==> config.mk <==
export PLATFORM = sky130hd
export DESIGN_NAME = mem_arbiter
export DESIGN_NICKNAME = d
export VERILOG_FILES = /design/src/rtl/mem_pkg.sv /design/src/rtl/rr_pick.sv /design/src/rtl/mem_arbiter.sv
export SDC_FILE = /design/constraint.sdc
export NUM_CORES = 1
export LEC_CHECK = 0
export BUFFER_PORTS_ARGS = -buffer_cell sky130_fd_sc_hd__buf_2
export CAP_MARGIN = 20
export CORE_AREA = 8 8 64 66
export CTS_CLUSTER_SIZE = 24
export DETAILED_ROUTE_END_ITERATION = 10
export DIE_AREA = 0 0 72 74
export PLACE_DENSITY = 0.72
export SYNTH_ARGS = -nofsm -noshare
export SYNTH_HDL_FRONTEND = slang
export SYNTH_SLANG_ARGS = --single-unit
export TNS_END_PERCENT = 20
==> constraint.sdc <==
create_clock -name iCLK -period 3.6 [get_ports iCLK]
set_clock_uncertainty 0.15 [all_clocks]
set_input_delay 0.72 -clock iCLK [delete_from_list [all_inputs] [get_ports iCLK]]
set_output_delay 0.72 -clock iCLK [all_outputs]
set_load 0.05 [all_outputs]
==> src/rtl/mem_pkg.sv <==
// rtl/mem_pkg.sv - shared types and constants for the memory arbiter
package mem_pkg;

    localparam int NUM_CLIENTS = 4;

    typedef enum logic [1:0] {
        SEL_RB1  = 2'd0,
        SEL_RB2  = 2'd1,
        SEL_MASK = 2'd2,
        SEL_WBA  = 2'd3
    } sel_e;

    typedef enum logic [1:0] {
        ST_INIT  = 2'd0,
        ST_IDLE  = 2'd1,
        ST_GRANT = 2'd2,
        ST_DRAIN = 2'd3
    } arb_state_e;

endpackage

==> src/rtl/rr_pick.sv <==
// rtl/rr_pick.sv - combinational round-robin pick, searching from pointer+1
module rr_pick
    import mem_pkg::*;
(
    input  logic [NUM_CLIENTS-1:0] i_req,
    input  logic [1:0]             i_ptr,
    output logic [NUM_CLIENTS-1:0] o_winner,
    output logic                   o_valid
);

    always_comb begin
        logic [1:0] idx;
        o_winner = '0;
        o_valid  = 1'b0;
        idx      = i_ptr;
        // The pointer itself is checked last, so the previous winner has lowest priority.
        for (int k = 1; k <= NUM_CLIENTS; k++) begin
            idx = i_ptr + 2'(k);
            if (!o_valid && i_req[idx]) begin
                o_winner[idx] = 1'b1;
                o_valid       = 1'b1;
            end
        end
    end

endmodule

==> src/rtl/mem_arbiter.sv <==
// rtl/mem_arbiter.sv - round-robin DDR3 client arbiter with outstanding-read drain
module mem_arbiter
    import mem_pkg::*;
#(
    parameter int BURST_LEN       = 1,
    parameter int MAX_OUTSTANDING = 8
) (
    input  logic       iCLK,
    input  logic       iRST_n,
    input  logic [3:0] iREQ,
    output logic [3:0] oGRANT,
    output logic [3:0] oSELECTOR,
    input  logic       iINIT_DONE,
    input  logic       iAVL_READ,
    input  logic       iAVL_WRITE,
    input  logic       iAVL_WAITREQ_N,
    input  logic       iAVL_RDVALID,
    output logic       oBUSY,
    output logic       oERR
);

    localparam int CW = $clog2(MAX_OUTSTANDING + 1);

    arb_state_e    r_state, w_state_nxt;
    logic [3:0]    r_grant, w_grant_nxt;
    sel_e          r_sel, w_sel_nxt;
    sel_e          r_ptr, w_ptr_nxt;
    logic [CW-1:0] r_count, w_count_nxt;
    logic          r_err, w_err_nxt;
    logic [3:0]    w_win;
    logic          w_win_valid;
    sel_e          w_win_idx;
    int            w_net;

    rr_pick u_rr_pick (
        .i_req    (iREQ),
        .i_ptr    (r_ptr),
        .o_winner (w_win),
        .o_valid  (w_win_valid)
    );

    always_comb begin
        w_win_idx = SEL_RB1;
        for (int i = 0; i < NUM_CLIENTS; i++) begin
            if (w_win[i]) w_win_idx = sel_e'(2'(i));
        end
    end

    // Net change first, then clamp, so a coincident read and readdatavalid never flags.
    always_comb begin
        w_net       = int'(r_count) + ((iAVL_READ && iAVL_WAITREQ_N) ? BURST_LEN : 0)
                      - (iAVL_RDVALID ? 1 : 0);
        w_err_nxt   = r_err;
        w_count_nxt = CW'(w_net);
        if (w_net > MAX_OUTSTANDING) begin
            w_count_nxt = CW'(MAX_OUTSTANDING);
            w_err_nxt   = 1'b1;
        end else if (w_net < 0) begin
            w_count_nxt = '0;
            w_err_nxt   = 1'b1;
        end
        if (!iINIT_DONE) begin
            w_count_nxt = '0;
            w_err_nxt   = r_err;
        end
    end

    always_comb begin
        w_state_nxt = r_state;
        w_grant_nxt = r_grant;
        w_sel_nxt   = r_sel;
        w_ptr_nxt   = r_ptr;
        if (!iINIT_DONE) begin
            w_state_nxt = ST_INIT;
            w_grant_nxt = '0;
        end else begin
            case (r_state)
                ST_INIT: w_state_nxt = ST_IDLE;
                ST_IDLE: begin
                    if (w_win_valid) begin
                        w_state_nxt = ST_GRANT;
                        w_grant_nxt = w_win;
                        w_sel_nxt   = w_win_idx;
                        w_ptr_nxt   = w_win_idx;
                    end
                end
                ST_GRANT: begin
                    if ((iREQ & r_grant) == 4'b0000) begin
                        w_grant_nxt = '0;
                        w_state_nxt = (w_count_nxt != '0) ? ST_DRAIN : ST_IDLE;
                    end
                end
                ST_DRAIN: begin
                    if (w_count_nxt == '0) w_state_nxt = ST_IDLE;
                end
                default: w_state_nxt = ST_INIT;
            endcase
        end
    end

    always_ff @(posedge iCLK or negedge iRST_n) begin
        if (!iRST_n) begin
            r_state <= ST_INIT;
            r_grant <= '0;
            r_sel   <= SEL_RB1;
            r_ptr   <= SEL_WBA;
            r_count <= '0;
            r_err   <= 1'b0;
        end else begin
            r_state <= w_state_nxt;
            r_grant <= w_grant_nxt;
            r_sel   <= w_sel_nxt;
            r_ptr   <= w_ptr_nxt;
            r_count <= w_count_nxt;
            r_err   <= w_err_nxt;
        end
    end

    assign oGRANT    = r_grant;
    assign oSELECTOR = {2'b00, r_sel};
    assign oBUSY     = (r_state == ST_GRANT) || (r_state == ST_DRAIN);
    assign oERR      = r_err;

    a_no_read_write: assert property (@(posedge iCLK) disable iff (!iRST_n)
        !(iAVL_READ && iAVL_WRITE));

endmodule

==> impl_metrics.toml, run 1 <==
[outcome]
outcome = "finished clean"

[worst_setup_path]
r2r_start = "r_ptr[0]"
crit_fanout = 2
path_buf_inv = 2
crit_top_cell = "ha_1"
r2r_setup_slack_ps = 740
r2r_end = "r_sel[0]"
r2r_cells = 7
crit_arrival_ps = 3200
start_kind = "input port"
crit_start = "iAVL_READ"
required_ps = 3660
crit_type = "in -> reg"
crit_path_max_incr_delay_ps = 460
crit_chain = "buf_2 -> nand2_1 -> ha_1 -> inv_1 -> ha_1 -> fa_1 -> or2_2 -> a311oi_1 -> nand4_1 -> a41oi_1 -> mux2i_1"
crit_path_end_kind = "flip-flop"
crit_family = "adder cells"
cp_slowest_cell = "fa_1"

[detailed_routing]
via_per_inst = 5.68
ant_nets = 0
wl_per_cell_um = 14.4
drc = 0
vias = 1255
drtIter0Drc = 42
drt_pass1_iterations = 4
routed_wl_um = 3190

[cts]
cts.sinks = 15
cts_setup_buffers = 0
htreeDepth = 1
clockBufferDepth = 2
clkLatencyLatePin_ps = 290
root_buffer = "clkbuf_4"
cts_hold_buf = 0
ctsResizeCount = 0
clk_pin_slew_ps = 90
cts_buffers = 3
cts_tree = "built"

[pwr]
p_clk_frac = 0.086
p_sw_mw = 0.586
internal-power_mw = 0.591
power.leakage_nw = 0.757
p_per_area_nw_per_um2 = 746
total_power_mw = 1.18
switching_share = 0.498
combPwrFrac = 0.676
ir_drop_v = 0.000492
pwr-share-seq = 0.238

[synthesis]
synth_area_um2 = 1460
ys_seq_area_frac = 0.259
netlist_top_cells_area = "dfrtp_1 (22%), ha_1 (13%), mux4_2 (4.6%)"
async_flop_share = 1.00
synth_top_area_frac = 0.223
syn_inst = 161
yosys_warnings = 0
synth_edf_count = 0
synth-main-ff-cell = "dfrtp_1"
synth.distinct_cells = 54
avgSynthCellArea_um2 = 9.06
synth_top_area_cell = "dfrtp_1"
ys_ff_latch = 15

[floorplanning]
initial_core_util = 0.459
dieHeight_um = 74
core_area_um2 = 3180
die_w_um = 72
die_area_um2 = 5330
rows = 21
io_pins = 21

[timing]
min_period_ps = 3140
slew_violations = 0
rsz0062_at_grt = "false"
finalHoldViolations = 0
fin_tns_setup_ps = 0
tightest_slew_ps = 537
fmax_mhz = 319
min_period_over_period = 0.872
holdWs_ps = 164
setup_viol = 0
relSlewSlack = 0.639

[placement]
placed_cell_area_um2 = 1550
port-buffer-count = 17
routabilityCongestion = 0.837
detailed_place_hpwl_um = 2530

[finish]
drive_gt1_frac = 0.206
fillers = 315
seqCellArea_um2 = 378
area.growth.synth_to_final_pct = 8.23
fin_area_um2 = 1580
final_common_cell = "buf_2"
multi_input_area_um2 = 976
post-route-util = 0.497
finalNetCount = 203
final_cell_mix = "buf_2 (17), ha_1 (15), inv_1 (14)"
num_antenna_cells = 0

[global_route]
grt_most_used_layer = "met2"
grtUsageMet2 = 0.219
antenna_found_initial = 0
grtUsageMet1 = 0.154
grt_overflow = 0
grt_max_degree = 19
met3_usage = 0.0189
grt_pass1_vias = 1299
grt_use_total = 0.126
grt_pass1_wl_um = 5550

[run]
cap_violations = 0

[worst_hold_path]
hp-class = "in -> async"
==> Yosys cell counts, drive strengths merged, types with 3 or more instances <==
master  instances
ha             15
dfrtp          13
o22ai           3
buf             7
a21oi           7
or2             5
nor2b           3
a21o            4
nand2b          4
mux4            3
mux2i           5
nor2           11
nor3b           3
inv            14
nand2          13
o21ai           7
and3            3
==> kinds of logic after synthesis <==
logic type	after synthesis	synth area share
AND/OR/NAND/NOR	56	0.215
AO/OA/AOI/OAI	40	0.212
buffers and inverters	23	0.0746
adder cells (fa/ha/maj)	16	0.142
flip-flops	15	0.259
multiplexers	9	0.0883
other	1	0.00257
XOR/XNOR	1	0.00600
==> area by class of cell <==
type / instances / area share
Sequential cell: 15 / 0.239
Tap cell: 46 / 0.0365
Timing Repair Buffer: 17 / 0.0539
Inverter: 15 / 0.0357
Clock buffer: 4 / 0.0166
Multi-Input combinational cell: 124 / 0.618
==> metal layers <==
layer,share of wire,vias to the layer above
li1,-,605
met1,0.45,607
met2,0.49,36
met3,0.041,7
met4,0.014,0
met5,0,-
==> worst max path at each step <==
stage | to | slack, ps | cells after the start
final | r_state[0] | 460 | 11
after detailed placement | r_state[0] | 170 | 11
after global placement | r_state[0] | 290 | 11
after global routing | r_state[0] | 310 | 11
after floorplan | r_state[0] | 540 | 10
after CTS | r_state[0] | 470 | 11
==> worst register-to-register path, stage by stage (launching register included) <==
cell and delay (ps):
dfstp_2 760, inv_1 120, ha_1 400, mux4_2 430, inv_1 130, a31oi_1 120, a211oi_1 460, o32ai_1 150
==> stage by stage <==
| step | std cells | setup slack [ps] |
|---|---|---|
| 2_1_floorplan | 162 | 539 |
| 3_3_place_gp | 217 | 288 |
| 3_5_place_dp | 217 | 172 |
| 4_1_cts | 221 | 473 |
| 5_1_grt | 221 | 305 |
| 6_report | 221 | 460 |
==> registers in the layout (all words and copies together), names as in the netlist <==
signal,flops
oGRANT,4
r_count,4
r_ptr,2
r_sel,2
r_state,2
oERR,1
==> power groups by stage <==
stage | registers (mW) | clock network (mW) | logic [mW]
after floorplan | 0.329 | 0 | 0.594
after global placement | 0.279 | 0 | 0.753
after detailed placement | 0.283 | 0 | 0.789
after CTS | 0.280 | 0.104 | 0.795
after global routing | 0.288 | 0.110 | 0.883
final | 0.280 | 0.102 | 0.796
Note: power is estimated with default switching activity, not from simulation.
==> inputs of run 2 (changes only) <==
==> constraint.sdc (replaced) <==
create_clock -name iCLK -period 3.6 [get_ports iCLK]
set_clock_uncertainty 0.15 [all_clocks]
set_input_delay 0.54 -clock iCLK [delete_from_list [all_inputs] [get_ports iCLK]]
set_output_delay 0.54 -clock iCLK [all_outputs]
set_load 0.05 [all_outputs]
==> run 2 against run 1 <==
Effect of this change:
- final area is 0.63% higher
- non-clock buffer count up 1
- fmax increased by 6.1%
- highest routed layer unchanged
==> impl_metrics.toml, run 2 (same netlist as run 1, synthesis figures left out) <==
[worst_hold_path]
min_path_cells = 1
hp-class = "reg -> reg"
hold_start = "oERR"

[timing]
min_period_over_period = 0.822
rsz0062_at_grt = "false"
relSlewSlack = 0.635
tightest_slew_ps = 542
fmax_mhz = 338
slew_violations = 0
finalHoldViolations = 0
holdWs_ps = 309
min_period_ps = 2960
fin_tns_setup_ps = 0
setup_viol = 0

[worst_setup_path]
crit_path_max_incr_delay_ps = 460
critical_path_cell_count = 11
required_ps = 3650
path_buf_inv = 2
crit_type = "in -> reg"
r2r_cells = 7
critPathCapture = "r_state[0]"
crit_start = "iAVL_READ"
crit_fanout = 2
r2r_end = "r_sel[0]"
r2r_start = "r_ptr[0]"
crit_family = "adder cells"
crit_top_cell = "ha_1"
crit_path_end_kind = "flip-flop"
crit_arrival_ps = 3010
cp_slowest_cell = "fa_1"
r2r_setup_slack_ps = 740
start_kind = "input port"
crit_chain = "buf_2 -> nand2_1 -> ha_1 -> inv_1 -> ha_1 -> fa_1 -> or2_2 -> a311oi_1 -> nand4_1 -> a41oi_1 -> mux2i_1"

[cts]
clockBufferDepth = 2
cts_setup_buffers = 0
root_buffer = "clkbuf_4"
clkLatencyLatePin_ps = 290
cts_hold_buf = 1
cts.sinks = 15
clk_pin_slew_ps = 90
ctsResizeCount = 0
cts_tree = "built"
cts_buffers = 3
htreeDepth = 1

[finish]
final_common_cell = "buf_2"
fillers = 314
num_antenna_cells = 0
finalNetCount = 204
drive_gt1_frac = 0.205
fin_area_um2 = 1590
area.growth.synth_to_final_pct = 8.92
final_cell_mix = "buf_2 (17), ha_1 (15), inv_1 (14)"

[floorplanning]
die_area_um2 = 5330
initial_core_util = 0.459
io_pins = 21
die_w_um = 72
dieHeight_um = 74
core_area_um2 = 3180
rows = 21

[pwr]
p_per_area_nw_per_um2 = 741
ir_drop_v = 0.000495
power.leakage_nw = 0.761

[detailed_routing]
via_per_inst = 5.69
drc = 0
ant_nets = 0
drt_pass1_iterations = 4
routed_wl_um = 3190
vias = 1264
wl_per_cell_um = 14.4
drtIter0Drc = 42

[global_route]
grt_pass1_vias = 1299
met3_usage = 0.0189
antenna_found_initial = 0
grt_max_degree = 19
grt_use_total = 0.126
grtUsageMet1 = 0.154
grtUsageMet2 = 0.219
grt_overflow = 0
grt_pass1_wl_um = 5550
grt_most_used_layer = "met2"

[placement]
detailed_place_hpwl_um = 2530
routabilityCongestion = 0.837
port-buffer-count = 17
placed_cell_area_um2 = 1550

[outcome]
outcome = "finished clean"

[run]
cap_violations = 0
## run 2: changes by cell type in the layout (fill, tap and decap cells not counted)
cell	before	now
dlygate4sd3_1	0	1
## run 2: layout make-up
type                       count  area [um^2]  share of cell area
tap                           46         57.6              0.0362
timing repair buffer          18         95.1              0.0598
sequential                    15          378               0.238
multi-input combinational    124          976               0.614
inverter                      15         56.3              0.0354
clock buffer                   4         26.3              0.0165
## run 2: metal layers
metal / vias to the layer above / part of all wire / wire (um)
li1: 607 / - / -
met2: 40 / 0.49 / 1560
met3: 7 / 0.045 / 143
met1: 610 / 0.45 / 1450
met5: - / 0 / 0
met4: 0 / 0.014 / 44
## run 2: report_power, final
| part | switching, mW | internal [mW] |
|---|---|---|
| Combinational | 0.470 | 0.327 |
| Sequential | 0.0580 | 0.222 |
| Clock | 0.0581 | 0.0431 |
## run 2: worst register-to-register path: stages, from the launching register on
cell	delay (ps)
dfstp_2	760
inv_1	120
ha_1	400
mux4_2	430
inv_1	130
a31oi_1	120
a211oi_1	460
o32ai_1	150
## run 2: stage by stage
step	util	setup WS, ps	total power, mW	instances
after floorplan	-	719	0.922	162
after global placement	0.488	468	1.03	217
after detailed placement	0.488	352	1.07	217
after CTS	0.500	653	1.18	222
after global routing	0.500	485	1.28	222
final	0.500	640	1.18	222
## run 2: worst min path at each step
stage	to	slack (ps)
after floorplan	oERR	90
after global placement	oERR	280
after detailed placement	oERR	290
after CTS	oERR	310
after global routing	oERR	340
final	oERR	310
